$ cat config.mk
export PLATFORM = sky130hd
export DESIGN_NAME = dac_frame_scheduler
export DESIGN_NICKNAME = d
export VERILOG_FILES = /design/src/rtl/dac_pkg.sv /design/src/rtl/dac_rr_arbiter.sv /design/src/rtl/dac_frame_scheduler.sv
export SDC_FILE = /design/constraint.sdc
export NUM_CORES = 1
export LEC_CHECK = 0
export CAP_MARGIN = 20
export CORE_ASPECT_RATIO = 1.25
export CORE_MARGIN = 8
export CORE_UTILIZATION = 50
export CTS_BUF_LIST = sky130_fd_sc_hd__clkbuf_16
export CTS_CLUSTER_SIZE = 8
export DETAILED_ROUTE_END_ITERATION = 8
export HOLD_SLACK_MARGIN = 0.12
export PLACE_DENSITY = 0.8
export SLEW_MARGIN = 20
export SYNTH_ARGS = -nofsm -noshare
export SYNTH_HDL_FRONTEND = slang
export SYNTH_HIERARCHICAL = 1
export SYNTH_SLANG_ARGS = --single-unit
$ cat constraint.sdc
create_clock -name adc_clk -period 6.3 [get_ports adc_clk]
set_input_delay 1.26 -clock adc_clk [delete_from_list [all_inputs] [get_ports adc_clk]]
set_output_delay 1.26 -clock adc_clk [all_outputs]
set_load 0.02 [all_outputs]
$ cat src/rtl/dac_pkg.sv
// dac_pkg: shared types and constants for the DAC frame scheduler.
//   dac_state_e   frame sequencer states
//   DAC_WORD_W    width of the main and compensation DAC words
//   *_DEF         default timing parameters (adc_clk cycles)
//   rotl1()       one-bit rotate-left of a DAC word
package dac_pkg;

  localparam int DAC_WORD_W      = 16;
  localparam int HALF_PERIOD_DEF = 8;
  localparam int LDAC_WIDTH_DEF  = 2;
  localparam int CS_HOLD_DEF     = 8;

  typedef enum logic [2:0] {
    ST_IDLE,
    ST_LOAD,
    ST_SCK_LO,
    ST_SCK_HI,
    ST_CS_END,
    ST_LDAC,
    ST_GAP
  } dac_state_e;

  function automatic logic [DAC_WORD_W-1:0] rotl1(input logic [DAC_WORD_W-1:0] w);
    return {w[DAC_WORD_W-2:0], w[DAC_WORD_W-1]};
  endfunction

endpackage

$ cat src/rtl/dac_rr_arbiter.sv
// dac_rr_arbiter: two-input round-robin grant.
//   clk, reset_n  clock, synchronous active-low reset
//   en            grant allowed this cycle (scheduler idle)
//   valid[1:0]    request levels
//   ack[1:0]      one-hot grant, combinational, only while en
//   grant_id      index of the granted requester (meaningful with |ack)
// On a tie the requester not granted last time wins; a lone requester
// always wins. last_grant resets to 1 so requester 0 wins the first tie.
module dac_rr_arbiter
  import dac_pkg::*;
(
  input  logic       clk,
  input  logic       reset_n,
  input  logic       en,
  input  logic [1:0] valid,
  output logic [1:0] ack,
  output logic       grant_id
);

  logic last_q, last_d;

  always_comb begin
    ack      = 2'b00;
    grant_id = 1'b0;
    last_d   = last_q;
    if (en && (|valid)) begin
      grant_id = (valid[0] && valid[1]) ? ~last_q : valid[1];
      ack      = grant_id ? 2'b10 : 2'b01;
      last_d   = grant_id;
    end
  end

  always_ff @(posedge clk) begin
    if (!reset_n) last_q <= 1'b1;
    else          last_q <= last_d;
  end

endmodule

$ cat src/rtl/dac_frame_scheduler.sv
// dac_frame_scheduler: shares the bias/compensation DAC pair between the
// host command path (req0) and the sweep sequencer (req1). One frame shifts
// a 16-bit main and a 16-bit compensation word out together, MSB-first,
// framed by cs_DAC, clocked by clk_2_DAC and committed by an ldac_DAC pulse.
//   adc_clk, reset_n           clock, synchronous active-low reset
//   reqN_valid/main/comp/ack   requester handshakes (ack is a 1-cycle pulse
//                              in the cycle the words are captured)
//   done, done_id              1-cycle completion pulse with frame owner
//   busy                       frame in flight
//   cs_DAC, clk_2_DAC, din_DAC, din_DAC_compensation, ldac_DAC   DAC pins
// Optional: define DAC_SHADOW_EN to add last_main/last_comp/last_owner,
// which hold the most recently committed frame.
module dac_frame_scheduler
  import dac_pkg::*;
#(
  parameter int HALF_PERIOD = HALF_PERIOD_DEF,
  parameter int LDAC_WIDTH  = LDAC_WIDTH_DEF,
  parameter int CS_HOLD     = CS_HOLD_DEF
) (
  input  logic                  adc_clk,
  input  logic                  reset_n,
  input  logic                  req0_valid,
  input  logic [DAC_WORD_W-1:0] req0_main,
  input  logic [DAC_WORD_W-1:0] req0_comp,
  output logic                  req0_ack,
  input  logic                  req1_valid,
  input  logic [DAC_WORD_W-1:0] req1_main,
  input  logic [DAC_WORD_W-1:0] req1_comp,
  output logic                  req1_ack,
  output logic                  done,
  output logic                  done_id,
  output logic                  busy,
  output logic                  cs_DAC,
  output logic                  clk_2_DAC,
  output logic                  din_DAC,
  output logic                  din_DAC_compensation,
  output logic                  ldac_DAC
`ifdef DAC_SHADOW_EN
  ,
  output logic [DAC_WORD_W-1:0] last_main,
  output logic [DAC_WORD_W-1:0] last_comp,
  output logic                  last_owner
`endif
);

  localparam logic [7:0] HP_M1 = 8'(HALF_PERIOD - 1);
  localparam logic [7:0] CS_M1 = 8'(CS_HOLD - 1);
  localparam logic [7:0] LW_M1 = 8'(LDAC_WIDTH - 1);

  dac_state_e            state_q, state_d;
  logic [7:0]            div_q, div_d;
  logic [3:0]            bit_q, bit_d;
  logic [DAC_WORD_W-1:0] main_q, main_d, comp_q, comp_d;
  logic                  owner_q, owner_d;
  logic                  hold2_q, hold2_d;   // second half of CS_END (cs already high)
  logic                  cs_q, cs_d, sck_q, sck_d, ldac_q, ldac_d;
  logic                  done_q, done_d, done_id_q, done_id_d, busy_q, busy_d;
`ifdef DAC_SHADOW_EN
  logic [DAC_WORD_W-1:0] last_main_q, last_main_d, last_comp_q, last_comp_d;
  logic                  last_owner_q, last_owner_d;
`endif

  logic [1:0] ack;
  logic       grant_id;

  // Gate on reset_n so no ack is shown in a cycle whose edge resets the block.
  dac_rr_arbiter u_arb (
    .clk      (adc_clk),
    .reset_n  (reset_n),
    .en       ((state_q == ST_IDLE) && reset_n),
    .valid    ({req1_valid, req0_valid}),
    .ack      (ack),
    .grant_id (grant_id)
  );

  always_comb begin
    state_d   = state_q;
    div_d     = div_q;
    bit_d     = bit_q;
    main_d    = main_q;
    comp_d    = comp_q;
    owner_d   = owner_q;
    hold2_d   = hold2_q;
    cs_d      = cs_q;
    sck_d     = sck_q;
    ldac_d    = ldac_q;
    done_d    = 1'b0;
    done_id_d = done_id_q;
    busy_d    = busy_q;
`ifdef DAC_SHADOW_EN
    last_main_d  = last_main_q;
    last_comp_d  = last_comp_q;
    last_owner_d = last_owner_q;
`endif
    unique case (state_q)
      ST_IDLE: begin
        if (|ack) begin
          // The shift registers drive the data pins directly from their MSB,
          // so bit 15 is already presented during LOAD.
          main_d  = grant_id ? req1_main : req0_main;
          comp_d  = grant_id ? req1_comp : req0_comp;
          owner_d = grant_id;
          busy_d  = 1'b1;
          state_d = ST_LOAD;
        end
      end
      ST_LOAD: begin
        cs_d    = 1'b0;
        bit_d   = 4'd15;
        div_d   = HP_M1;
        state_d = ST_SCK_LO;
      end
      ST_SCK_LO: begin
        if (div_q == 8'd0) begin
          sck_d   = 1'b1;
          div_d   = HP_M1;
          state_d = ST_SCK_HI;
        end else begin
          div_d = div_q - 8'd1;
        end
      end
      ST_SCK_HI: begin
        if (div_q == 8'd0) begin
          sck_d = 1'b0;
          if (bit_q == 4'd0) begin
            div_d   = CS_M1;
            hold2_d = 1'b0;
            state_d = ST_CS_END;
          end else begin
            // Rotate rather than shift: after 15 rotations one more rotate
            // restores the original word for the shadow registers.
            main_d  = rotl1(main_q);
            comp_d  = rotl1(comp_q);
            bit_d   = bit_q - 4'd1;
            div_d   = HP_M1;
            state_d = ST_SCK_LO;
          end
        end else begin
          div_d = div_q - 8'd1;
        end
      end
      ST_CS_END: begin
        if (div_q == 8'd0) begin
          div_d = CS_M1;
          if (!hold2_q) begin
            cs_d    = 1'b1;
            hold2_d = 1'b1;
          end else begin
            ldac_d  = 1'b0;
            div_d   = LW_M1;
            state_d = ST_LDAC;
          end
        end else begin
          div_d = div_q - 8'd1;
        end
      end
      ST_LDAC: begin
        if (div_q == 8'd0) begin
          ldac_d    = 1'b1;
          done_d    = 1'b1;
          done_id_d = owner_q;
`ifdef DAC_SHADOW_EN
          last_main_d  = rotl1(main_q);
          last_comp_d  = rotl1(comp_q);
          last_owner_d = owner_q;
`endif
          state_d = ST_GAP;
        end else begin
          div_d = div_q - 8'd1;
        end
      end
      ST_GAP: begin
        busy_d  = 1'b0;
        main_d  = '0;
        comp_d  = '0;
        state_d = ST_IDLE;
      end
      default: state_d = ST_IDLE;
    endcase
  end

  always_ff @(posedge adc_clk) begin
    if (!reset_n) begin
      state_q   <= ST_IDLE;
      div_q     <= '0;
      bit_q     <= '0;
      main_q    <= '0;
      comp_q    <= '0;
      owner_q   <= 1'b0;
      hold2_q   <= 1'b0;
      cs_q      <= 1'b1;
      sck_q     <= 1'b0;
      ldac_q    <= 1'b1;
      done_q    <= 1'b0;
      done_id_q <= 1'b0;
      busy_q    <= 1'b0;
`ifdef DAC_SHADOW_EN
      last_main_q  <= '0;
      last_comp_q  <= '0;
      last_owner_q <= 1'b0;
`endif
    end else begin
      state_q   <= state_d;
      div_q     <= div_d;
      bit_q     <= bit_d;
      main_q    <= main_d;
      comp_q    <= comp_d;
      owner_q   <= owner_d;
      hold2_q   <= hold2_d;
      cs_q      <= cs_d;
      sck_q     <= sck_d;
      ldac_q    <= ldac_d;
      done_q    <= done_d;
      done_id_q <= done_id_d;
      busy_q    <= busy_d;
`ifdef DAC_SHADOW_EN
      last_main_q  <= last_main_d;
      last_comp_q  <= last_comp_d;
      last_owner_q <= last_owner_d;
`endif
    end
  end

  assign req0_ack             = ack[0];
  assign req1_ack             = ack[1];
  assign done                 = done_q;
  assign done_id              = done_id_q;
  assign busy                 = busy_q;
  assign cs_DAC               = cs_q;
  assign clk_2_DAC            = sck_q;
  assign din_DAC              = main_q[DAC_WORD_W-1];
  assign din_DAC_compensation = comp_q[DAC_WORD_W-1];
  assign ldac_DAC             = ldac_q;
`ifdef DAC_SHADOW_EN
  assign last_main  = last_main_q;
  assign last_comp  = last_comp_q;
  assign last_owner = last_owner_q;
`endif

endmodule

==> metrics.txt, run 1 <==
Max clock buf depth 2; Post-Syn Instances 370; final hold violations 0; detailed placement HPWL 6.43 mm; synth warn 6; Setup Skew 4.56 ps; Setup Buffers After CTS 0; Crit Path Max Fanout 43; Yosys cell types about 60; Rel. slew slack approximately 29%; layout cells sized above 1 under 10%; Hold WS 499 ps; design area 0.00427 sq mm; Port Buffer Count between 70 and 80; Die H 107 um; global-route wire length before repair around 15 mm; drt first pass iters 5; Sw Ratio 45.3%; Required @ worst endpoint between 5000 and 6000 ps; Skew-Pair Late Insertion Delay 290 ps; HP Class flip-flop to flip-flop; post-route antenna net violation count 0; Main synth FF type dfxtp_1; vias per inst 6.40; final worst path period share 72.9%; 1st-iter DRT viols 297; CP Class input pin to primary output; total wire length 9.50 mm; max incr delay on CP between 600 and 700 ps; PostCTS Resize Cnt 0; Final Max Tran Viols 0; power share of the sequential group 27.9%; H-tree levels 2; pre-CTS WS 1700 ps; Starting Density just over 50%; gr ovfl total 0; setup TNS 0 ps; outcome finished, final reports clean; Fmax 218 MHz; P per Cell Area between 400 and 500 mW/mm^2; Cell Int Power 1.13 mW; CP Cell Sequence clkdlybuf4s50_1 -> buf_4 -> and2_1 -> nand2_1 -> a21oi_1 -> clkdlybuf4s50_1; RSZ-0062 raised after global routing false; Mapped Avg Cell Area about 9 sq um; Final WS setup ~1700 ps; fin util between 60% and 70%; vias in the first global route 3166; LEAKAGE between 1.5 and 2 nW; Critical Path AT 3340 ps; via count 3250; clock power share between 10% and 20%; CP max-delay cell clkdlybuf4s50_1; Core ar. between 0.006 and 0.007 sq mm; Least-Margin Pin Slew 1060 ps; Setup-failing EPs final 0; NumNets Final 493; #FFs+latches synth 56; boundary pin count between 70 and 80; number of diodes 0; CTS sink cnt 56; Die Wd slightly below 90 um; clock-pin slew on the worst setup and hold paths 70 ps; min Tclk post-route about 4600 ps; NetSw ~0.93 mW; Cells after DPL 500; Post-synth EDFFs 0; antenna violations before repair 0; drt wl/cell ~19 um; syn_nets 443; cell count of the worst hold path 1; CP dominant cell by count clkdlybuf4s50_1; Logic pwr share between 50% and 60%; cts hold-fix bufs 0; total CTS buffers 5; clk root buf clkbuf_16; row count 33; largest net degree at the start of global routing 44; post-synth top area share 33.7%; GR Util All Layers 19.8%; final std cells w/o fill 508; synth top area cells dfxtp_1, o221a_1, mux2i_1, o31ai_1, nor3_1; crit start category input pin; Power Total 2.06 mW; asr flop ratio synth 0%; post-synth top area cell dfxtp_1; Max Cap Viol 0; register area share after synthesis 33.7%; area grow syn2layout 28.4%; R2R cell count 4; placed cell areas a little over 0.004 sq mm; Peak supply drop 0.270 mV; die outline area ~0.0095 sq mm; gpl congestion 0.899; Reg area ~0.0011 sq mm; CTS tree built; fill count 551; Crit. End Element primary output; DRC 0; area of the multi-input gates 0.00200 sq mm; mapped cell area 0.00332 sq mm
==> cells in the mapped netlist (3+ instances only) <==
master     n
a21oi_1   18
a311oi_1   3
a31oi_1    4
and4_1     3
buf_1      4
buf_2      9
clkbuf_1  22
dfxtp_1   56
ha_1       5
inv_1     10
mux2i_1   35
nand2_1   10
nand3_1    4
nor2_1    10
nor2b_1    3
nor3_1    23
o21ai_0   13
o21ai_1   15
o221a_1   32
o22ai_1   18
o31ai_1   20
or4_1      5
==> sequential cells by signal (all words and copies together), names as in the netlist <==
register and count:
clk_2_DAC 1, busy 1, done 1, u_arb/last_q 1, comp_q 16, bit_q 4, ldac_DAC 1, cs_DAC 1
done_id 1, main_q 16, owner_q 1, hold2_q 1, div_q 8, state_q 3
==> cell usage in the layout (no fill, tap or decap), types with 9 or more instances in the layout <==
cell type / instances
nor2_1: 9
o21ai_0: 13
clkdlybuf4s50_1: 77
nor3_1: 23
inv_1: 10
a21oi_1: 17
mux2i_1: 35
dfxtp_1: 56
o21ai_1: 15
o221a_1: 32
nand2_1: 10
o31ai_1: 20
o22ai_1: 18
==> worst paths after layout <==
| check | start | slack, ps | endpoint |
|---|---|---|---|
| worst max-delay path | reset_n | 1700 | req0_ack |
| worst min-delay path | ldac_DAC | 500 | ldac_DAC |
| worst max register to register | state_q[1] | 2890 | main_q[14] |
| worst min register to register | ldac_DAC | 500 | ldac_DAC |
==> cells by family after synthesis <==
logic type,after synthesis,synth area share [%]
DFF,56,33.7
and+or+nand+nor,79,13.9
xor gates and xnor gates,2,0.527
adders and majority gates,5,1.88
muxes,35,10.5
buffers and inverters,49,6.44
AOI/OAI and AO/OA,144,33.0
==> power groups by stage <==
stage	sequential [mW]	clock, mW	combinational [mW]
floorplan	0.545	0	0.915
global placement	0.573	0	1.08
detailed placement	0.578	0	1.11
CTS	0.571	0.362	1.12
global route	0.589	0.378	1.23
finish	0.573	0.358	1.13
==> per-layer routing <==
| metal | GRT usage, % | vias up | share of wire (%) |
|---|---|---|---|
| met5 | 0 | - | 0 |
| met4 | 5.09 | 0 | 0.79 |
| met3 | 4.36 | 6 | 7.0 |
| met2 | 33.5 | 126 | 48 |
| met1 | 24.2 | 1559 | 44 |
| li1 | - | 1559 | - |
==> layout make-up <==
class                      count  area share (%)
multi-input combinational    265            46.9
clock inverter                 3            1.61
timing repair buffer          81            18.8
tap                           87            2.55
inverter                      11           0.967
clock buffer                   5            2.93
sequential                    56            26.3
==> worst max-delay path, delay by kind of cell <==
family / cells / cell delay, ps
AO/OA/AOI/OAI: 1 / 270
buffers and inverters: 3 / 1490
AND/OR/NAND/NOR: 2 / 290
No activity file was read; power rests on OpenSTA's default activity.
==> run 2: changes to the inputs <==
CORE_UTILIZATION = 45   (was 50)
PLACE_DENSITY = 0.76   (was 0.8)
clock period = 3.75 ns   (was 6.3 ns; I/O delays follow)
==> metrics.txt, run 2 (synthesized netlist as in run 1, its figures left out) <==
outcome finished, final reports clean; gpl congestion 0.835 (-7.1%); Fmax 316 MHz; Core ar. 0.00727 sq mm (+12%); Buf/Inv on CP 2 (-1); Hold WS 494 ps (-4.94 ps); Skew-Pair Late Insertion Delay 290 ps (about the same); cell count of the worst hold path 2 (+1); Least-Margin Pin Slew 767 ps (-298 ps); Critical Path AT 2410 ps (-930 ps); CP dominant cell by count clkdlybuf4s50_1; clock-pin slew on the worst setup and hold paths 60 ps (about the same); final worst path period share 84.3%; crit start category input pin; R2R Path Start state_q[1]; gr ovfl total 0 (unchanged); NumNets Final 497 (+0.81%); Max Cap Viol 0 (unchanged); drt first pass iters 4 (-1); Starting Density 45.7% (-5.5 points); final std cells w/o fill 516 (+1.6%); Setup-failing EPs final 0 (unchanged); max incr delay on CP 660 ps (about the same); GR Util All Layers 17.8% (-2.0 points); Required @ worst endpoint 3000 ps (-2040 ps); post-route antenna net violation count 0 (unchanged); number of diodes 0 (unchanged); total wire length 9.61 mm (+1.1%); detailed placement HPWL 6.45 mm (+0.32%); drt wl/cell 18.6 um (-0.42%); Port Buffer Count 77 (unchanged); design area 0.00430 sq mm (+0.65%); largest net degree at the start of global routing 43 (-2.3%); commonest non-fill, non-tap cell in the layout clkdlybuf4s50_1; clk root buf clkbuf_16; CTS tree built; Peak supply drop 0.406 mV (+50%); die outline area 0.0104 sq mm (+9.2%); Max clock buf depth 2 (unchanged); R2R cell count 9 (+5); Rel. slew slack 48.9% (+20 points); H-tree levels 2 (unchanged); CP Class input pin to primary output; fill count 645 (+17%); min Tclk post-route 3160 ps; CP max-delay cell clkdlybuf4s50_1; P per Cell Area 808 mW/mm^2 (+68%); RSZ-0062 raised after global routing false; DRC 0 (unchanged); boundary pin count 78 (unchanged); Die H 112 um (+4.6%); Reg area 0.00112 sq mm (unchanged); via count 3227 (-0.71%); Die Wd 92.9 um (+4.4%); area of the multi-input gates 0.00200 sq mm (unchanged); Largest regs comp_q x16, main_q x16, div_q x8; final hold violations 0 (unchanged); layout cells sized above 1 6.60% (+0.67 points); Worst Hold Launch busy; Setup Buffers After CTS 0 (unchanged); Crit Path Max Fanout 4 (-91%); Setup Skew 7.92 ps (+3.36 ps); CTS sink cnt 56 (unchanged); Cells after DPL 509 (+1.8%); vias per inst 6.25 (-2.2%); Final Max Tran Viols 0 (unchanged); Crit. End Element primary output; placed cell areas 0.00411 sq mm (+0.89%); cts hold-fix bufs 0 (unchanged); total CTS buffers 5 (unchanged); PostCTS Resize Cnt 0 (unchanged); HP Class flip-flop to flip-flop; row count 35 (+6.1%); antenna violations before repair 0 (unchanged); area grow syn2layout 29.3%; 1st-iter DRT viols 167 (-44%); reg-to-reg endpoint main_q[9]; global-route wire length before repair 15.7 mm (+1.4%); CP Cell Sequence clkdlybuf4s50_1 -> and2_1 -> nand2_1 -> a21oi_1 -> clkdlybuf4s50_1; LEAKAGE 1.54 nW (+0.98%); most used cells in the layout excluding fill and tap cells clkdlybuf4s50_1, dfxtp_1, mux2i_1, o221a_1, nor3_1; setup TNS 0 ps (unchanged); WHS Endpoint busy; Worst R2R Setup Slack 1050 ps (-1840 ps); top cell family by delay on the critical path buffers and inverters; vias in the first global route 3094 (-2.3%)
-- run 2: worst register-to-register path, stage by stage (launching register included) --
cell and delay [ps]:
dfxtp_1 520, nor3_1 370, and2_1 220, nand2_1 60
a21oi_1 240, nor2_1 100, nand2_1 100, nand2_1 380
buf_4 370, o221a_1 230
-- run 2: report_power, final --
part	internal, mW	switching, mW
Combinational	0.739	1.21
Clock	0.379	0.209
Sequential	0.787	0.149
Total	1.91	1.56
-- run 2: final cells by class --
cell class	count	share of cell area, %
clock inverter	2	1.40
inverter	11	0.961
clock buffer	5	2.91
tap	92	2.68
multi-input combinational	265	46.6
sequential	56	26.1
timing repair buffer	85	19.3
-- run 2: stage by stage --
stage | power [mW] | util (%) | setup slack, ps
floorplan | 2.45 | - | 1030
global placement | 2.82 | 56.5 | 614
detailed placement | 2.87 | 56.5 | 615
CTS | 3.47 | 59.1 | 601
global route | 3.70 | 59.1 | 447
finish | 3.47 | 59.1 | 587
-- run 2: worst max-delay path by stage --
stage / start / endpoint / cells past startpoint
5_1_grt: state_q[1] / req0_ack / 5
3_5_place_dp: reset_n / req0_ack / 5
4_1_cts: reset_n / req0_ack / 5
3_3_place_gp: reset_n / req0_ack / 5
6_report: reset_n / req0_ack / 5
2_1_floorplan: reset_n / comp_q[15] / 9
-- run 2: layer usage --
layer | wire, um | global-route usage [%]
met5 | 0 | 0
met2 | 4430 | 27.8
met4 | 143 | 6.57
met1 | 4440 | 23.5
met3 | 596 | 3.47
